--- config.mk ---
export PLATFORM = sky130hd
export DESIGN_NAME = irig_bit_classifier
export DESIGN_NICKNAME = d
export VERILOG_FILES = /design/src/rtl/irig_bit_classifier.sv
export SDC_FILE = /design/constraint.sdc
export NUM_CORES = 1
export LEC_CHECK = 0
export ABC_AREA = 1
export BUFFER_PORTS_ARGS = -buffer_cell sky130_fd_sc_hd__buf_2
export CORE_ASPECT_RATIO = 1.4
export CORE_UTILIZATION = 35
export CTS_BUF_LIST = sky130_fd_sc_hd__clkbuf_8 sky130_fd_sc_hd__clkbuf_16
export CTS_CLUSTER_SIZE = 25
export DETAILED_ROUTE_END_ITERATION = 6
export PLACE_DENSITY = 0.59
export SKIP_CTS_REPAIR_TIMING = 1
export SLEW_MARGIN = 20
export SYNTH_ARGS = -nofsm -noshare
export SYNTH_HDL_FRONTEND = slang
export SYNTH_SLANG_ARGS = --single-unit
--- constraint.sdc ---
create_clock -name clk_10mhz -period 2 [get_ports clk_10mhz]
set_clock_uncertainty 0.2 [all_clocks]
set_input_delay 0.1 -clock clk_10mhz [delete_from_list [all_inputs] [get_ports clk_10mhz]]
set_output_delay 0.1 -clock clk_10mhz [all_outputs]
set_load 0.05 [all_outputs]
--- src/rtl/irig_bit_classifier.sv ---
// IRIG-B DC-level bit classifier.
// Measures the high width of each pulse on the synchronized irigb input and
// classifies it as D0, D1 or MARK, flags unclassifiable pulses (too short or
// stuck high), and marks the reference marker Pr (MARK after MARK).
// Optional build macro: IRIG_GLITCH_FILTER_EN adds a 3-sample majority filter
// after the synchronizer (2 extra cycles of latency, 1-cycle glitches removed).
module irig_bit_classifier #(
  parameter int T_MIN = 10000,
  parameter int T_01  = 35000,
  parameter int T_1M  = 65000,
  parameter int T_MAX = 95000
) (
  input  logic       clk_10mhz,
  input  logic       rst_n,
  input  logic       irigb,
  output logic       sym_valid,
  output logic [1:0] sym,
  output logic       sym_err,
  output logic       frame_start
);

  localparam logic [16:0] T_MIN_C = 17'(T_MIN);
  localparam logic [16:0] T_01_C  = 17'(T_01);
  localparam logic [16:0] T_1M_C  = 17'(T_1M);
  localparam logic [16:0] T_MAX_C = 17'(T_MAX);

  localparam logic [1:0] SYM_D0   = 2'b00;
  localparam logic [1:0] SYM_D1   = 2'b01;
  localparam logic [1:0] SYM_MARK = 2'b10;

  // ST_WAIT_LOW: after reset, ignore any pulse already in progress until the
  // line is seen low with a fully primed synchronizer chain.
  typedef enum logic [1:0] {
    ST_WAIT_LOW = 2'b00,
    ST_IDLE     = 2'b01,
    ST_HIGH     = 2'b10
  } state_t;

  // 2-of-3 majority vote.
  function automatic logic maj3(input logic a, input logic b, input logic c);
    return (a & b) | (a & c) | (b & c);
  endfunction

  logic         sync1_r;
  logic         sync2_r;
  logic         irig_s;
  logic [2:0]   prime_r;
  logic         primed_s;

  state_t       state_r,       state_nxt;
  logic [16:0]  cnt_r,         cnt_nxt;
  logic         sym_valid_r,   sym_valid_nxt;
  logic [1:0]   sym_r,         sym_nxt;
  logic         sym_err_r,     sym_err_nxt;
  logic         frame_start_r, frame_start_nxt;
  logic         prev_mark_r,   prev_mark_nxt;

  // Two-flop synchronizer for the asynchronous IRIG-B input.
  always_ff @(posedge clk_10mhz or negedge rst_n) begin
    if (!rst_n) begin
      sync1_r <= 1'b0;
      sync2_r <= 1'b0;
    end else begin
      sync1_r <= irigb;
      sync2_r <= sync1_r;
    end
  end

`ifdef IRIG_GLITCH_FILTER_EN
  // Filter output is trustworthy only once the history taps are refilled.
  localparam logic [2:0] PRIME_CYC = 3'd5;

  logic hist1_r;
  logic hist2_r;
  logic filt_r;

  // Majority filter over the last three synchronized samples.
  always_ff @(posedge clk_10mhz or negedge rst_n) begin
    if (!rst_n) begin
      hist1_r <= 1'b0;
      hist2_r <= 1'b0;
      filt_r  <= 1'b0;
    end else begin
      hist1_r <= sync2_r;
      hist2_r <= hist1_r;
      filt_r  <= maj3(sync2_r, hist1_r, hist2_r);
    end
  end

  assign irig_s = filt_r;
`else
  // Synchronizer output reflects the line two cycles after reset release.
  localparam logic [2:0] PRIME_CYC = 3'd2;

  assign irig_s = sync2_r;
`endif

  // Count cycles after reset until irig_s reflects the real line level.
  always_ff @(posedge clk_10mhz or negedge rst_n) begin
    if (!rst_n) begin
      prime_r <= 3'd0;
    end else if (prime_r != PRIME_CYC) begin
      prime_r <= prime_r + 3'd1;
    end else begin
      prime_r <= prime_r;
    end
  end

  assign primed_s = (prime_r == PRIME_CYC);

  // State, width counter and registered outputs.
  always_ff @(posedge clk_10mhz or negedge rst_n) begin
    if (!rst_n) begin
      state_r       <= ST_WAIT_LOW;
      cnt_r         <= 17'd0;
      sym_valid_r   <= 1'b0;
      sym_r         <= SYM_D0;
      sym_err_r     <= 1'b0;
      frame_start_r <= 1'b0;
      prev_mark_r   <= 1'b0;
    end else begin
      state_r       <= state_nxt;
      cnt_r         <= cnt_nxt;
      sym_valid_r   <= sym_valid_nxt;
      sym_r         <= sym_nxt;
      sym_err_r     <= sym_err_nxt;
      frame_start_r <= frame_start_nxt;
      prev_mark_r   <= prev_mark_nxt;
    end
  end

  // Pulse measurement, classification and stuck-high detection.
  always_comb begin
    state_nxt       = state_r;
    cnt_nxt         = cnt_r;
    sym_valid_nxt   = 1'b0;
    sym_nxt         = sym_r;
    sym_err_nxt     = 1'b0;
    frame_start_nxt = 1'b0;
    prev_mark_nxt   = prev_mark_r;

    case (state_r)
      ST_WAIT_LOW: begin
        cnt_nxt = 17'd0;
        if (primed_s && !irig_s) begin
          state_nxt = ST_IDLE;
        end else begin
          state_nxt = ST_WAIT_LOW;
        end
      end

      ST_IDLE: begin
        if (irig_s) begin
          // Rising cycle is itself the first high cycle.
          state_nxt = ST_HIGH;
          cnt_nxt   = 17'd1;
        end else begin
          state_nxt = ST_IDLE;
          cnt_nxt   = 17'd0;
        end
      end

      ST_HIGH: begin
        if (irig_s) begin
          if (cnt_r < T_MAX_C) begin
            cnt_nxt = cnt_r + 17'd1;
            if (cnt_r == (T_MAX_C - 17'd1)) begin
              // Stuck high: report once, counter then saturates.
              sym_err_nxt   = 1'b1;
              prev_mark_nxt = 1'b0;
            end else begin
              sym_err_nxt   = 1'b0;
            end
          end else begin
            cnt_nxt = cnt_r;
          end
        end else begin
          state_nxt = ST_IDLE;
          cnt_nxt   = 17'd0;
          if (cnt_r >= T_MAX_C) begin
            // Already reported as stuck; the late falling edge is silent.
            sym_err_nxt = 1'b0;
          end else if (cnt_r < T_MIN_C) begin
            sym_err_nxt   = 1'b1;
            prev_mark_nxt = 1'b0;
          end else if (cnt_r < T_01_C) begin
            sym_valid_nxt = 1'b1;
            sym_nxt       = SYM_D0;
            prev_mark_nxt = 1'b0;
          end else if (cnt_r < T_1M_C) begin
            sym_valid_nxt = 1'b1;
            sym_nxt       = SYM_D1;
            prev_mark_nxt = 1'b0;
          end else begin
            sym_valid_nxt   = 1'b1;
            sym_nxt         = SYM_MARK;
            frame_start_nxt = prev_mark_r;
            prev_mark_nxt   = 1'b1;
          end
        end
      end

      default: begin
        state_nxt = ST_WAIT_LOW;
        cnt_nxt   = 17'd0;
      end
    endcase
  end

  assign sym_valid   = sym_valid_r;
  assign sym         = sym_r;
  assign sym_err     = sym_err_r;
  assign frame_start = frame_start_r;

endmodule

# Word level (Yosys, flattened, before mapping)
# Index checks and enable logic that the tools add are counted.
# classes
n_addsub,2
n_lt_le_gt_ge,5
eq_ne,10
mux,33
bitwise,3
reduce_logical,5
# op_table
op,n
< comparator 17 x 16 -> 1 bit (second input constant),2
2-to-1 mux 17 bit,2
case mux 17 bit (2 select lines),1
2-to-1 mux 1 bit,25
adder 17 x 1 -> 17 bit (second input constant),1
== test 17 bit (second input constant),1
>= comparator 17 bit (second input constant),1
< comparator 17 x 14 -> 1 bit (second input constant),1
< comparator 17 bit (second input constant),1
2-to-1 mux 2 bit,4
AND reduction 4 bit,2
case mux 2 bit (3 select lines),1
!= test 2 x 1 -> 1 bit (second input constant),2
!= test 2 bit (second input constant),2
adder 3 x 1 -> 3 bit (second input constant),1
== test 3 x 2 -> 1 bit (second input constant),1
!= test 3 x 2 -> 1 bit (second input constant),1
!= test 3 bit (second input constant),1
inverter 1 bit,3
== test 2 x 1 -> 1 bit (second input constant),1
== test 2 bit (second input constant),1
logical NOT 2 bit,1
logical AND 1 bit,1
logical NOT 1 bit,1
# totals
regBits,30
input_bits,3
out_inout_bits,5
word_cells,68

# Longest topological paths before layout
# depth
depth_word,7
mapped_depth,11
depth_no_buf,10

# Worst setup path after synthesis
# No wires, ideal clock.
# synth_timing
kind,reg2reg
start,register state_r[1]
end,register cnt_r[14]
setup_time_ps,77
arrival_ps,1406
t_required_ps,1723
slack_ps,317
stages_incl_launch_ff,9
path_buffers,0
synth_period_minus_slack_ps,1683
path_cell_list,dfrtp_1 inv_1 ha_1 inv_1 nor2_1 inv_1 a21oi_1 a21oi_1 a21oi_1
# synth_via
elab_chain_len,2
word_cells_on_any_way,4
cone_classes,3 x eq/ne; 1 x mux
# synth_lines
item,line,text
"start, declared",50,"state_t state_r, state_nxt;"
"start signal, assigned",122,state_r <= state_nxt;
== test 2 bit / == test 2 x 1 -> 1 bit (equally long branches),142,case (state_r)
case mux 17 bit (2 select lines) / != test 3 bit (equally long branches),--,
"end signal, assigned",123,cnt_r <= cnt_nxt;
"end, declared",51,"logic [16:0] cnt_r, cnt_nxt;"
# Parallel ways exist; a longest one is shown, timed or not.
# A chain may end at the register's enable or synchronous reset.

# Worst setup path after layout
# layout_timing
start,register cnt_r[0]
end,register cnt_r[10]
# layout_via
elab_chain_len,4
word_cells_on_any_way,6
cone_classes,1 x add/sub; 1 x order compare; 1 x eq/ne; 3 x mux
# layout_lines
item,line,text
adder 17 x 1 -> 17 bit,166,cnt_nxt = cnt_r + 17'd1;
2-to-1 mux 17 bit,165,if (cnt_r < T_MAX_C) begin
2-to-1 mux 17 bit,164,if (irig_s) begin
case mux 17 bit (2 select lines),142,
# Parallel ways exist; a longest one is shown, timed or not. The select of a mux whose other input is x is not followed.

==> run summary <==
Outcome - finished, final reports clean
Switching share of power - 28.96%
Post-route cell area - 2411 um^2
Crit path kind - register to register
Origin of the worst min-delay path - sync1_r
Sequential area share after synthesis - 36.10%
P_sw - 0.4678 mW
Comb pwr share - 20.0%
Cell Pwr Density - 669.9 nW/um^2
Synth cell types - 35
Routed WL per cell - 13.70 um
H-Tree Depth - 2
Hpwl dp - 4122 um
Placement Setup Slack - 0.1222 ns
Reg power frac - 40.6%
Cells along the critical path - ha_1, nand2_1, nor2_2, nand2_2, nor2_2, inv_1, nand2_1, a21boi_0, a21oi_1
Initial Utilization - 37.10%
Number of hold violations in the final report - 0
Arrival @ worst endpoint - 1.81 ns
DRC - 0
Fmax - 0.5439 GHz
Ports - 8
Slew HR - 53.35%
VDD IR-drop max - 0.0003413 V
Post-synth top cells - nand2_1 (69), nor2_1 (47), nand3_1 (34)
Final setup violation count - 0
Max Cap Viol - 0
Vias in the first global route - 1,958
TritonCTS buffer count - 5
Final Util - 43.01%
DRT Wirelength - 5262 um
Ant diodes - 0
Clock Latency Late Sink - 0.29 ns
Power, Total - 1.615 mW
DP Area - 2255 um^2
Initial antenna violation count - 0
Synth top area share - 36.10%
Vias/cell - 5.096
Number of synthesized flops with an enable pin - 0
Placed Cells - 373
Synth Area in Compound Gates - 9.928%
Post-route ant nets - 0
CTS sink cnt - 30
Hold Slack - 0.1475 ns
Remaining Overflow, GRT - 0
Clock Path Buffers - 2
First-pass GRT wire length - 9252 um
Internal power - 1.147 mW
P_leak - 1.101 nW
# rows - 32
Area added between synthesis and finish - 15.94%
Via count - 1,957
Largest stage delay, worst path - 0.43 ns
Clock root buffer master - clkbuf_8
CP required - 1.98 ns
Synth Cell Area - 2079 um^2
Core area - 5605 um^2
Final Slew Violations - 0
CP max stage cell - dfrtp_1
Crit path launch - cnt_r[0]
Synth Net Count - 304
Fillcell total - 606
Startpoint Class - register
RR Startpoint - cnt_r[0]
Setup TNS Final - 0 ns
Mapped Cells - 293
Xor-xnor portion of the synthesized cell area - 1.264%
GRT Resource Usage Total - 19.48%
Die width - 67.15 um
RSZ-0062 raised after global routing - false
Final min period - 1.839 ns
Die Height - 93.20 um
Nets - 327
Clk pin slew, worst setup/hold paths - 0.07 ns
Clock share of power - 39.4%
Cell Count, Final, Fillers Out - 384
Synth top area cells - dfrtp_1 (36%), nand2_1 (12%), nor2_1 (8.5%), nand3_1 (8.2%), inv_1 (5.4%)
Worst Tran Pin Value - 0.6997 ns
Worst setup EP type - register
Drt first pass iters - 4
CP top delay family - simple AND/OR/NAND/NOR gates
Crit-path max FO - 5
Layout cells sized above 1 - 18.99%
Post-synthesis mux area share - 0%
TritonCTS clock tree - built
Crit share post-route - 91.94%
Most frequent cell after synthesis - nand2_1
First-iteration detailed-routing DRC count - 172
Asr flop ratio synth - 100.0%
Number of I/O port buffers - 7
Gp weighted congestion - 0.9817
Synth Area in Adders - 4.813%
Hold WC Path Type - register to register
Full die area - 6258 um^2
Synth Warn # - 0
Largest family of logic cells by synthesized area - simple AND/OR/NAND/NOR gates
Synth area leader - dfrtp_1
Mapped Avg Cell Area - 7.097 um^2
Post-synth top flop - dfrtp_1
Largest net degree at the start of global routing - 31
Post-Synth Simple-Gate Area - 38.93%
Worst setup margin - 0.1613 ns
Yosys reg bits - 30
Critical path buffer and inverter count - 1
state kept, by name (all words and copies together) (netlist names):
register	cells
prev_mark_r	1
state_r	2
sym_err	1
sym	2
cnt_r	17
irig_s	1
sym_valid	1
prime_r	3
frame_start	1
sync1_r	1
routing by layer:
metal  track usage [%]  routed length [um]
met2             31.83                2596
met3             2.805                 229
met4             10.46                 178
met1             24.01                2258
met5                 0                   0
final timing paths:
check	depth (start not counted)	to	slack [ns]
max	9	cnt_r[10]	0.16
min	0	irig_s	0.15
max reg2reg	9	cnt_r[10]	0.16
min reg2reg	0	irig_s	0.15
max in group asynchronous	2	cnt_r[3]	0.95
min in group asynchronous	2	cnt_r[14]	0.19
cell usage in the layout, fill, tap and decap left out, types with 2 or more instances in the layout:
master         count
nand2_1           69
nor2_1            46
nand3_1           34
dfrtp_1           30
inv_1             29
buf_4             14
o21ai_2            8
nor3_1             7
o21ai_0            7
ha_1               7
buf_2              7
a21oi_1            6
nand4_1            6
clkbuf_8           6
inv_2              4
nand2_2            3
nand3_2            3
nor3_2             3
nor2_2             3
a31oi_1            2
nand2_4            2
xor2_1             2
dlygate4sd3_1      2
worst reg2reg max path, stage by stage, from the launching register on:
cell and delay [ns]:
dfrtp_1 0.43, ha_1 0.19, nand2_1 0.08, nor2_2 0.20, nand2_2 0.14, nor2_2 0.14, inv_1 0.08, nand2_1 0.06
a21boi_0 0.17, a21oi_1 0.06
cell type report:
cell class,count,area [um^2],area share [%]
clock buffer,6,82.58,3.425
clock inverter,1,30.03,1.245
inverter,35,135.1,5.605
multi-input combinational,220,1147,47.59
sequential,30,750.7,31.14
tap,68,85.08,3.529
timing repair buffer,24,180.2,7.473
kinds of logic after synthesis:
group           count (synthesis)
simple gates                  178
buf+inv                        43
compound gates                 31
flops                          30
fa+ha+maj                       8
xor+xnor                        3
power by group through the flow:
stage	Sequential, mW	Combinational (mW)	Clock [mW]
after global routing	0.662	0.363	0.668
after global placement	0.666	0.300	0
after floorplan	0.667	0.163	0
after detailed placement	0.666	0.300	0
final	0.655	0.323	0.637
after CTS	0.655	0.302	0.654
Note: power is estimated with default switching activity, not from simulation.
